<file path="src/rtl/uart_rx8.sv">
// 8N1 serial byte receiver: two-flop synchronizer, centre-of-bit sampling,
// one-cycle wr_en strobe per good byte and a sticky framing-error flag.
module uart_rx8 #(
    parameter  int CLKS_PER_BIT = 434,
    localparam int HALF_BIT     = CLKS_PER_BIT / 2,
    localparam int CW           = $clog2(CLKS_PER_BIT)
) (
    input  logic       clock,
    input  logic       reset_N,
    input  logic       rxd,
    output logic [7:0] out,
    output logic       wr_en,
    output logic       busy,
    output logic       frame_err
);

    typedef enum logic [2:0] {
        IDLE    = 3'd0,
        START   = 3'd1,
        DATA    = 3'd2,
        STOP    = 3'd3,
        RECOVER = 3'd4
    } state_t;

    localparam logic [CW-1:0] CNT_HALF = CW'(HALF_BIT - 1);
    localparam logic [CW-1:0] CNT_LAST = CW'(CLKS_PER_BIT - 1);

    state_t        state_q, state_d;
    logic          s1_q, s2_q;
    logic [CW-1:0] cnt_q, cnt_d;
    logic [2:0]    bit_idx_q, bit_idx_d;
    logic [7:0]    shreg_q, shreg_d;
    logic [7:0]    out_q, out_d;
    logic          wr_en_q, wr_en_d;
    logic          frame_err_q, frame_err_d;

    // Synchronizer flops reset high so a reset never looks like a start bit.
    always_ff @(posedge clock or negedge reset_N) begin
        if (!reset_N) begin
            s1_q        <= 1'b1;
            s2_q        <= 1'b1;
            state_q     <= IDLE;
            cnt_q       <= '0;
            bit_idx_q   <= '0;
            shreg_q     <= '0;
            out_q       <= '0;
            wr_en_q     <= 1'b0;
            frame_err_q <= 1'b0;
        end else begin
            s1_q        <= rxd;
            s2_q        <= s1_q;
            state_q     <= state_d;
            cnt_q       <= cnt_d;
            bit_idx_q   <= bit_idx_d;
            shreg_q     <= shreg_d;
            out_q       <= out_d;
            wr_en_q     <= wr_en_d;
            frame_err_q <= frame_err_d;
        end
    end

    always_comb begin
        state_d     = state_q;
        cnt_d       = cnt_q;
        bit_idx_d   = bit_idx_q;
        shreg_d     = shreg_q;
        out_d       = out_q;
        wr_en_d     = 1'b0;
        frame_err_d = frame_err_q;

        case (state_q)
            IDLE: begin
                if (!s2_q) begin
                    state_d = START;
                    cnt_d   = '0;
                end
            end

            // Re-check the line half a bit in so a short glitch is ignored.
            START: begin
                if (cnt_q == CNT_HALF) begin
                    cnt_d     = '0;
                    bit_idx_d = '0;
                    state_d   = s2_q ? IDLE : DATA;
                end else begin
                    cnt_d = cnt_q + CW'(1);
                end
            end

            DATA: begin
                if (cnt_q == CNT_LAST) begin
                    cnt_d   = '0;
                    shreg_d = {s2_q, shreg_q[7:1]};
                    if (bit_idx_q == 3'd7) begin
                        state_d = STOP;
                    end else begin
                        bit_idx_d = bit_idx_q + 3'd1;
                    end
                end else begin
                    cnt_d = cnt_q + CW'(1);
                end
            end

            STOP: begin
                if (cnt_q == CNT_LAST) begin
                    cnt_d = '0;
                    if (s2_q) begin
                        out_d       = shreg_q;
                        wr_en_d     = 1'b1;
                        frame_err_d = 1'b0;
                        state_d     = IDLE;
                    end else begin
                        frame_err_d = 1'b1;
                        state_d     = RECOVER;
                    end
                end else begin
                    cnt_d = cnt_q + CW'(1);
                end
            end

            // A held-low break stays here, yielding a single framing error.
            RECOVER: begin
                if (s2_q) begin
                    state_d = IDLE;
                end
            end

            default: begin
                state_d = IDLE;
            end
        endcase
    end

    assign out       = out_q;
    assign wr_en     = wr_en_q;
    assign frame_err = frame_err_q;
    assign busy      = (state_q != IDLE);

endmodule

</file>
<file path="config.mk">
export PLATFORM = sky130hd
export DESIGN_NAME = uart_rx8
export DESIGN_NICKNAME = d
export VERILOG_FILES = /design/src/rtl/uart_rx8.sv
export SDC_FILE = /design/constraint.sdc
export NUM_CORES = 1
export LEC_CHECK = 0
export ABC_AREA = 1
export BUFFER_PORTS_ARGS = -buffer_cell sky130_fd_sc_hd__buf_2
export CAP_MARGIN = 5
export CORE_MARGIN = 10
export CORE_UTILIZATION = 55
export CTS_CLUSTER_DIAMETER = 120
export DETAILED_ROUTE_END_ITERATION = 10
export HOLD_SLACK_MARGIN = 0.1
export PLACE_DENSITY = 0.83
export SLEW_MARGIN = 20
export SYNTH_ARGS = -nofsm -noshare
export SYNTH_HDL_FRONTEND = slang
export SYNTH_SLANG_ARGS = --single-unit
</file>
<file path="constraint.sdc">
create_clock -name clock -period 4.55 [get_ports clock]
set_input_delay 1.1375 -clock clock [delete_from_list [all_inputs] [get_ports clock]]
set_output_delay 1.1375 -clock clock [all_outputs]
set_load 0.01 [all_outputs]
</file>
==> impl_metrics.csv, run 1 <==
group,metric,value,unit
outcome,status,"finished, final reports clean",
detailed_routing,finalWirelength,3230,microns
synthesis,syn_nets,226,
pwr,leakage,1.03,nW
cells_and_area,nFillCells,262,
detailed_routing,drt-pass1-iter-count,4,
placed_design,place_inst,273,
cts,cts_sinks,35,
setup_path,crit_required,3.41,ns
pwr,intPower,0.443,mW
detailed_routing,num_vias,1417,
grt,grt_pass1_wl,5840,microns
pwr,swShare,0.202,
placed_design,placed_area,0.00193,sq mm
timing,maxSlewHeadroom,0.496,
floorplanning,ios,14,
flow_run,maxCapViolations,0,
floorplanning,die_w,77.7,microns
setup_path,critPathKind,"reg -> out",
timing,fmax,432,MHz
grt,grt_pass1_vias,1346,
timing,setup_tns,0,ns
cells_and_area,final_common_cell,"nand2_1",
pwr,p_seq_frac,0.565,
setup_path,slowest_delay,0.45,ns
timing,hold_violations,0,
pwr,switchingPower,0.112,mW
placed_design,port_buffers,13,
cts,root_buffer,"clkbuf_4",
synthesis,syn_area_per_cell,8.40,sq um
floorplanning,initial_utilization,0.586,
floorplanning,core.rowCount,20,
synthesis,syn_area,0.00183,sq mm
pwr,powerDensity,275,mW/mm^2
cts,postCtsSetupRepairBufs,0,
cts,clk_path_buf_depth,2,
grt,grt_max_degree,36,
cells_and_area,drive_above_1_share,0.245,
detailed_routing,drc,0,
grt,overflow,0,
synthesis,ys_seq_area_frac,0.480,
grt,grt_usage,0.117,
cells_and_area,layout_common_cells,"61 x nand2_1, 33 x dfrtp_1, 22 x inv_1, 16 x nor2_1, 16 x nand3_1",
detailed_routing,drt_iter0_drc,96,
timing,period_minus_slack,2.31,ns
timing,finalCritPeriodShare,0.508,
pwr,p_clk_frac,0.423,
setup_path,cp_max_fo,4,
timing,tightest_slew,0.756,ns
pwr,combPwrFrac,0.012,
cells_and_area,instances_no_fill,281,
cells_and_area,finish.instance_area,0.00202,sq mm
setup_path,cp-end-kind,"output port",
setup_path,crit_path_top_delay_cell,"dfrtp_1",
cts,htreeDepth,2,
timing,skew,0.0135,ns
setup_path,startpoint_type,"register",
cts,ctsHoldBuffers,0,
synthesis,synth_cells,218,
cts,tritoncts,"yes",
detailed_routing,final_antenna_net_count,0,
cts,worstSkewPairLatency,0.34,ns
cts,cts_buffers,5,
setup_path,crit_chain,"nor2_1 -> nand2_1 -> buf_2",
floorplanning,die_h,77.7,microns
cells_and_area,nNetsFinal,244,
min_path,hold_class,"reg -> reg",
cells_and_area,finalCoreUtilization,0.644,
synthesis,ys_warn_count,0,
detailed_routing,routed_via_density,5.04,
grt,antenna_found_initial,0,
cts,cts_resized,0,
setup_path,worst_ep_arrival_time,1.17,ns
detailed_routing,wl_per_cell,11.5,microns
cells_and_area,syn_to_final_growth,10.0,%
timing,maxSlewViolCount,0,
cts,cts.clk_slew.worst_paths,0.11,ns
timing,setup_viol,0,
synthesis,synth_cell_types,21,
timing,rsz0062_at_grt,"false",
floorplanning,dieArea,0.00604,sq mm
floorplanning,core,0.00313,sq mm
placed_design,gp_congestion,0.882,
placed_design,dp_hpwl,2380,microns
synthesis,ys_ff_latch,35,
cells_and_area,diodes,0,
pwr,max-vdd-ir-drop,0.000220,V
[flip-flops by register name, indices dropped and copies added (netlist names)]
signal and flops:
bit_idx_q 3, cnt_q 9, frame_err 1, out 8
s1_q 1, s2_q 1, shreg_q 8, state_q 3
wr_en 1
[worst max-delay path: cells and delay by family (launching register included)]
family,cells,cell delay [ns]
buffers and inverters,1,0.14
DFF,1,0.45
and+or+nand+nor,2,0.24
[power groups by stage]
stage                     Sequential [mW]  Combinational, mW  Clock, mW
after floorplan                     0.319           0.000199          0
after global placement              0.320            0.00705          0
after detailed placement            0.320            0.00708          0
after CTS                           0.314            0.00714      0.240
after global routing                0.314            0.00763      0.249
final                               0.314            0.00661      0.235
[final timing paths]
kind,startpoint,end,depth (start not counted),slack [ns]
max,state_q[1],busy,3,2.24
min,s1_q,s2_q,0,0.37
max reg2reg,cnt_q[1],cnt_q[8],9,2.94
min reg2reg,s1_q,s2_q,0,0.37
max in group asynchronous,reset_N,bit_idx_q[2],1,3.21
min in group asynchronous,reset_N,cnt_q[4],1,0.85
[cell usage after synthesis (all sizes together)]
cell type | count | area, sq um
buf | 2 | 22.5
dfrtp | 33 | 826
dfstp | 2 | 52.6
ha | 5 | 62.6
inv | 31 | 116
nand2 | 69 | 289
nand3 | 17 | 90.1
nand4 | 9 | 56.3
nor2 | 23 | 133
nor3 | 1 | 5.00
o21ai | 23 | 153
xor2 | 3 | 26.3
[metal layers]
metal  vias up  part of all wire  track usage  wire [microns]
met5         -                 0            0               0
met4         0             0.017       0.0456              54
met3         5             0.046       0.0403             148
met2        24              0.47        0.187            1530
met1       659              0.46        0.141            1500
li1        729                 -            -               -
[stage by stage]
stage | hold slack (ns) | power, mW | setup slack (ns)
2_1_floorplan | 0.345 | 0.320 | 2.75
4_1_cts | 0.370 | 0.560 | 2.25
6_report | 0.371 | 0.555 | 2.24
3_5_place_dp | 0.348 | 0.327 | 2.64
3_3_place_gp | 0.347 | 0.327 | 2.67
5_1_grt | 0.377 | 0.571 | 2.20
[cell type report]
class	count	area, sq um	area share
Sequential cell	35	878	0.436
Multi-Input combinational cell	150	815	0.404
Inverter	31	116	0.0577
Timing Repair Buffer	13	65.1	0.0323
Tap cell	44	55.1	0.0273
Clock buffer	6	51.3	0.0255
Clock inverter	2	35.0	0.0174
[logic make-up (layout without fill, tap and decap cells)]
family / Yosys count / count (layout) / share of synthesized area
xor+xnor: 3 / 3 / 0.0143
fa+ha+maj: 5 / 5 / 0.0342
flops: 35 / 35 / 0.480
compound gates: 23 / 23 / 0.0833
buf+inv: 33 / 52 / 0.0758
simple gates: 119 / 119 / 0.313
Power figures use the tool's default switching activity.
==> inputs of run 2 (changes only) <==
--- a/config.mk
+++ b/config.mk
@@ -9,7 +9,7 @@
 export BUFFER_PORTS_ARGS = -buffer_cell sky130_fd_sc_hd__buf_2
 export CAP_MARGIN = 5
 export CORE_MARGIN = 10
-export CORE_UTILIZATION = 55
+export CORE_UTILIZATION = 53
 export CTS_CLUSTER_DIAMETER = 120
 export DETAILED_ROUTE_END_ITERATION = 10
 export HOLD_SLACK_MARGIN = 0.1
==> constraint.sdc (replaced) <==
create_clock -name clock -period 1.99 [get_ports clock]
set_input_delay 0.4975 -clock clock [delete_from_list [all_inputs] [get_ports clock]]
set_output_delay 0.4975 -clock clock [all_outputs]
set_load 0.01 [all_outputs]
==> run 2 against run 1 <==
  * First-iteration DRC count shrank 25%
  * Total power grew 110%
  * Critical endpoint unchanged
  * Register-to-register slack worse by 2.5 ns
  * Worst hold slack worse by 0.20 ns
  * Worst setup slack got worse by 1.9 ns
  * Highest routed layer unchanged
  * Cell count grew 1.1%
==> impl_metrics.csv, run 2 (synthesis gave the netlist of run 1 again) <==
group,metric,value,unit
outcome,status,"finished, final reports clean",
cts,htreeDepth,2,
cells_and_area,top_register,"cnt_q",
floorplanning,core.rowCount,21,
detailed_routing,drt_iter0_drc,72,
floorplanning,die_h,78.8,microns
cells_and_area,instances_no_fill,284,
setup_path,path_delay_family,"flip-flops",
timing,setup_viol,0,
floorplanning,dieArea,0.00621,sq mm
detailed_routing,num_vias,1381,
grt,antenna_found_initial,0,
floorplanning,ios,14,
detailed_routing,finalWirelength,3270,microns
cells_and_area,largest_register_ffs,9,
min_path,hold_class,"in -> async",
cells_and_area,nFillCells,307,
detailed_routing,final_antenna_net_count,0,
setup_path,startpoint_type,"register",
setup_path,crit_required,1.49,ns
cts,clk_path_buf_depth,2,
setup_path,cp-end-kind,"output port",
cts,cts_resized,0,
placed_design,place_inst,276,
cells_and_area,drive_above_1_share,0.248,
floorplanning,initial_utilization,0.549,
setup_path,crit_buf_inv,1,
placed_design,port_buffers,13,
setup_path,crit_chain,"nor2_1 -> nand2_1 -> buf_2",
placed_design,dp_hpwl,2420,microns
timing,tightest_slew,0.428,ns
timing,rsz0062_at_grt,"false",
cells_and_area,diodes,0,
placed_design,placed_area,0.00194,sq mm
flow_run,maxCapViolations,0,
pwr,leakage,1.02,nW
pwr,finalPower,1.18,mW
timing,period_minus_slack,1.64,ns
cts,cts_sinks,35,
cts,tritoncts,"yes",
timing,finalCritPeriodShare,0.824,
cells_and_area,multi_input_area,815,sq um
timing,maxSlewViolCount,0,
floorplanning,die_w,78.8,microns
cells_and_area,finalCoreUtilization,0.603,
cts,postCtsSetupRepairBufs,0,
cells_and_area,finish.instance_area,0.00201,sq mm
cts,cts.clk_slew.worst_paths,0.12,ns
detailed_routing,wl_per_cell,11.5,microns
timing,setup_tns,0,ns
cts,cts_buffers,5,
pwr,max-vdd-ir-drop,0.000662,V
setup_path,cp_max_fo,4,
placed_design,gp_congestion,0.860,
timing,skew,0.0118,ns
timing,maxSlewHeadroom,0.714,
setup_path,worst_ep_arrival_time,1.14,ns
grt,grt_max_degree,36,
timing,hold_violations,0,
cells_and_area,final_common_cell,"nand2_1",
setup_path,critPathKind,"reg -> out",
grt,grt_usage,0.120,
detailed_routing,drc,0,
cts,root_buffer,"clkbuf_4",
cts,ctsHoldBuffers,0,
grt,grt_pass1_wl,6150,microns
detailed_routing,routed_via_density,4.86,
grt,grt_pass1_vias,1406,
detailed_routing,drt-pass1-iter-count,4,
cells_and_area,seqCellArea,878,sq um
floorplanning,core,0.00334,sq mm
cells_and_area,nNetsFinal,245,
cells_and_area,syn_to_final_growth,9.84,%
pwr,powerDensity,586,mW/mm^2
cts,worstSkewPairLatency,0.34,ns
grt,overflow,0,
cells_and_area,layout_common_cells,"61 x nand2_1, 33 x dfrtp_1, 22 x inv_1, 16 x nor2_1, 16 x nand3_1",
setup_path,slowest_delay,0.45,ns
timing,fmax,610,MHz
setup_path,crit_path_top_delay_cell,"dfrtp_1",
==> run 2: changes by cell type in the layout (fill, tap and decap cells not counted), sizes merged <==
cell | previous run | this run
buf | 13 | 14
bufinv | 1 | 0
clkbuf | 6 | 7
clkinv | 1 | 0
clkinvlp | 0 | 1
==> run 2: layer usage <==
layer  up-vias  share of wire  global-route usage
met5         -              0                   0
met4         0         0.0086              0.0394
met3         4          0.058              0.0450
met2        31           0.45               0.188
met1       617           0.49               0.148
li1        729              -                   -
==> run 2: area by class of cell <==
cell class,count,area share
flip-flops and latches,35,0.437
clock inverters,1,0.00373
multi-input cells,150,0.405
inverters,31,0.0578
clock buffers,7,0.0323
repair buffers,14,0.0361
well taps,46,0.0286
==> run 2: worst paths after layout <==
kind / endpoint / slack (ns) / from / cells past startpoint
worst min register to register: s2_q / 0.36 / s1_q / 0
min in group clock: s1_q / 0.26 / rxd / 1
worst min-delay path: cnt_q[3] / 0.17 / reset_N / 2
max in group asynchronous: s1_q / 1.47 / reset_N / 2
worst max-delay path: busy / 0.35 / state_q[0] / 3
worst max register to register: out[5] / 0.41 / cnt_q[1] / 9
==> run 2: stage by stage <==
| step | hold WS, ns | setup slack [ns] |
|---|---|---|
| 4_1_cts | 0.185 | 0.344 |
| 3_5_place_dp | 0.352 | 0.420 |
| 2_1_floorplan | 0.202 | 0.538 |
| 6_report | 0.172 | 0.351 |
| 3_3_place_gp | 0.346 | 0.488 |
| 5_1_grt | 0.189 | 0.248 |
==> run 2: power by group <==
part           switching [mW]  total (mW)  internal, mW
Sequential            0.00269       0.717         0.715
Combinational          0.0135      0.0165       0.00293
Clock                   0.240       0.446         0.206
==> run 2: worst register-to-register path, cell delays in order, from the launching register on <==
cell,delay (ns)
dfrtp_1,0.42
inv_1,0.10
ha_1,0.17
nand2_1,0.07
nor2_2,0.15
nand2_4,0.09
nor2_4,0.13
nand2_4,0.17
nand2_1,0.12
o21ai_2,0.05
==> inputs of run 3 (changes only) <==
--- a/config.mk
+++ b/config.mk
@@ -9,7 +9,7 @@
 export BUFFER_PORTS_ARGS = -buffer_cell sky130_fd_sc_hd__buf_2
 export CAP_MARGIN = 5
 export CORE_MARGIN = 10
-export CORE_UTILIZATION = 53
+export CORE_UTILIZATION = 55
 export CTS_CLUSTER_DIAMETER = 120
 export DETAILED_ROUTE_END_ITERATION = 10
 export HOLD_SLACK_MARGIN = 0.1
==> constraint.sdc (replaced) <==
create_clock -name clock -period 1.63 [get_ports clock]
set_input_delay 0.4075 -clock clock [delete_from_list [all_inputs] [get_ports clock]]
set_output_delay 0.4075 -clock clock [all_outputs]
set_load 0.01 [all_outputs]
==> run 3 against run 2 <==
  * Clock skew down 0.0062 ns
  * Largest power group unchanged
  * Cell count increased by 1.8%
  * Sequential power grew 22%
  * Die area decreased by 2.7%
  * Register-to-register slack lost 0.27 ns
  * Worst hold slack got worse by 0.011 ns
  * Global-route usage is 0.82 points higher
  * Flip-flop and latch count unchanged
  * Core utilization increased by 5.3 points
  * Highest routed layer unchanged
  * Critical endpoint unchanged
  * Critical path type unchanged
==> impl_metrics.csv, run 3 (synthesis gave the netlist of run 1 again) <==
group,metric,value,unit
outcome,status,"finished, final reports clean",
detailed_routing,top_layer_used,"met4",
floorplanning,dieArea,0.00604,sq mm
grt,grt_pass1_vias,1423,
cells_and_area,final_common_cell,"nand2_1",
setup_path,crit_required,1.22,ns
setup_path,r2r.worst_path.cells,9,
detailed_routing,wl_met3,147,microns
timing,maxSlewViolCount,0,
detailed_routing,routed-wl-met2,1710,microns
setup_path,crit_chain,"inv_2 -> nand2_1 -> buf_2",
floorplanning,ios,14,
setup_path,crit_path_top_delay_cell,"dfrtp_1",
cts,tritoncts,"yes",
timing,period_minus_slack,1.55,ns
setup_path,r2r_slack,0.14,ns
grt,antenna_found_initial,0,
setup_path,critPathCapture,"busy",
floorplanning,die_h,77.7,microns
detailed_routing,wl_met1,1520,microns
setup_path,cp_num_cells,3,
placed_design,port_buffers,13,
placed_design,gp_congestion,0.875,
timing,hold_violations,0,
setup_path,path_delay_family,"flip-flops",
setup_path,crit_buf_inv,2,
cells_and_area,largest_register_ffs,9,
setup_path,critPathKind,"reg -> out",
setup_path,cp_max_fo,4,
cts,worstSkewPairLatency,0.34,ns
floorplanning,die_w,77.7,microns
timing,holdWs,0.160,ns
setup_path,crit_start,"state_q[2]",
timing,rsz0062_at_grt,"false",
setup_path,slowest_delay,0.48,ns
cells_and_area,nFillCells,275,
grt,overflow,0,
cts,cts_sinks,35,
grt,grt_max_degree,36,
cts,htreeDepth,2,
cts,cts.clk_slew.worst_paths,0.10,ns
cells_and_area,nNetsFinal,252,
cts,root_buffer,"clkbuf_4",
detailed_routing,drc,0,
timing,setup_tns,0,ns
cts,clk_path_buf_depth,2,
timing,skew,0.00563,ns
setup_path,r2r-start,"cnt_q[1]",
setup_path,r2r_end,"out[1]",
timing,finalCritPeriodShare,0.948,
detailed_routing,drt-pass1-iter-count,4,
cts,cts_buffers,5,
cells_and_area,top_register,"cnt_q",
setup_path,cp-end-kind,"output port",
setup_path,startpoint_type,"register",
grt,grt_usage,0.128,
detailed_routing,drt_iter0_drc,70,
pwr,leakage,1.05,nW
cells_and_area,drive_above_1_share,0.278,
timing,setup_viol,0,
detailed_routing,finalWirelength,3460,microns
detailed_routing,final_antenna_net_count,0,
cells_and_area,diodes,0,
floorplanning,initial_utilization,0.586,
detailed_routing,wl_per_cell,12.0,microns
floorplanning,core.rowCount,20,
detailed_routing,routed_via_density,5.02,
timing,fmax,647,MHz
pwr,powerDensity,659,mW/mm^2
detailed_routing,num_vias,1451,
floorplanning,core,0.00313,sq mm
placed_design,dp_hpwl,2560,microns
flow_run,maxCapViolations,0,
cells_and_area,syn_to_final_growth,12.0,%
min_path,min_from,"rxd",
timing,tightest_slew,0.428,ns
pwr,max-vdd-ir-drop,0.000535,V
setup_path,worst_ep_arrival_time,1.14,ns
min_path,hold_class,"in -> reg",
cells_and_area,layout_common_cells,"61 x nand2_1, 32 x dfrtp_1, 21 x inv_1, 16 x nand3_1",
grt,grt_pass1_wl,6270,microns
timing,maxSlewHeadroom,0.714,
-- run 3: area by class of cell --
cell class	count	area, sq um	share of cell area
clock buffers	7	45.0	0.0220
clock inverters	1	5.00	0.00244
inverters	31	116	0.0567
multi-input cells	150	822	0.401
well taps	44	55.1	0.0268
flip-flops and latches	35	880	0.429
repair buffers	21	128	0.0622
-- run 3: how the worst min path moves through the flow --
stage              endpoint  slack [ns]  cells after the start
2_1_floorplan  bit_idx_q[0]        0.11                      0
3_3_place_gp           s2_q        0.35                      0
3_5_place_dp           s2_q        0.35                      0
4_1_cts                s1_q        0.14                      1
5_1_grt                s1_q        0.13                      1
6_report               s1_q        0.16                      1
-- run 3: what timing repair did --
| item | CTS | global route |
|---|---|---|
| setup buffers | 0 | 2 |
| resized for setup | 0 | 5 |
| setup endpoints to repair | 0 | 15 |
| hold endpoints to repair | 33 | 0 |
| hold buffers | 1 | 0 |
-- run 3: per-layer routing --
metal | vias up | global-route usage
li1 | 746 | -
met5 | - | 0
met4 | 0 | 0.0602
met2 | 20 | 0.203
met1 | 679 | 0.148
met3 | 6 | 0.0495
-- run 3: power by group --
part	leakage [nW]	internal (mW)	total, mW	switching [mW]
combinational	0.554	0.00513	0.0219	0.0168
clock	0.0293	0.168	0.453	0.285
sequential	0.467	0.872	0.876	0.00348
total	1.05	1.05	1.35	0.306
-- run 3: stage by stage --
stage | power (mW) | cell area [sq um] | util | setup WS, ns | cells
after floorplan | 0.892 | 1830 | - | 0.178 | 218
after global placement | 0.914 | 1970 | 0.629 | 0.138 | 278
after detailed placement | 0.914 | 1970 | 0.629 | 0.0908 | 278
after CTS | 1.38 | 2030 | 0.648 | 0.0552 | 287
after global routing | 1.42 | 2050 | 0.656 | 0.000231 | 289
final | 1.35 | 2050 | 0.656 | 0.0845 | 289
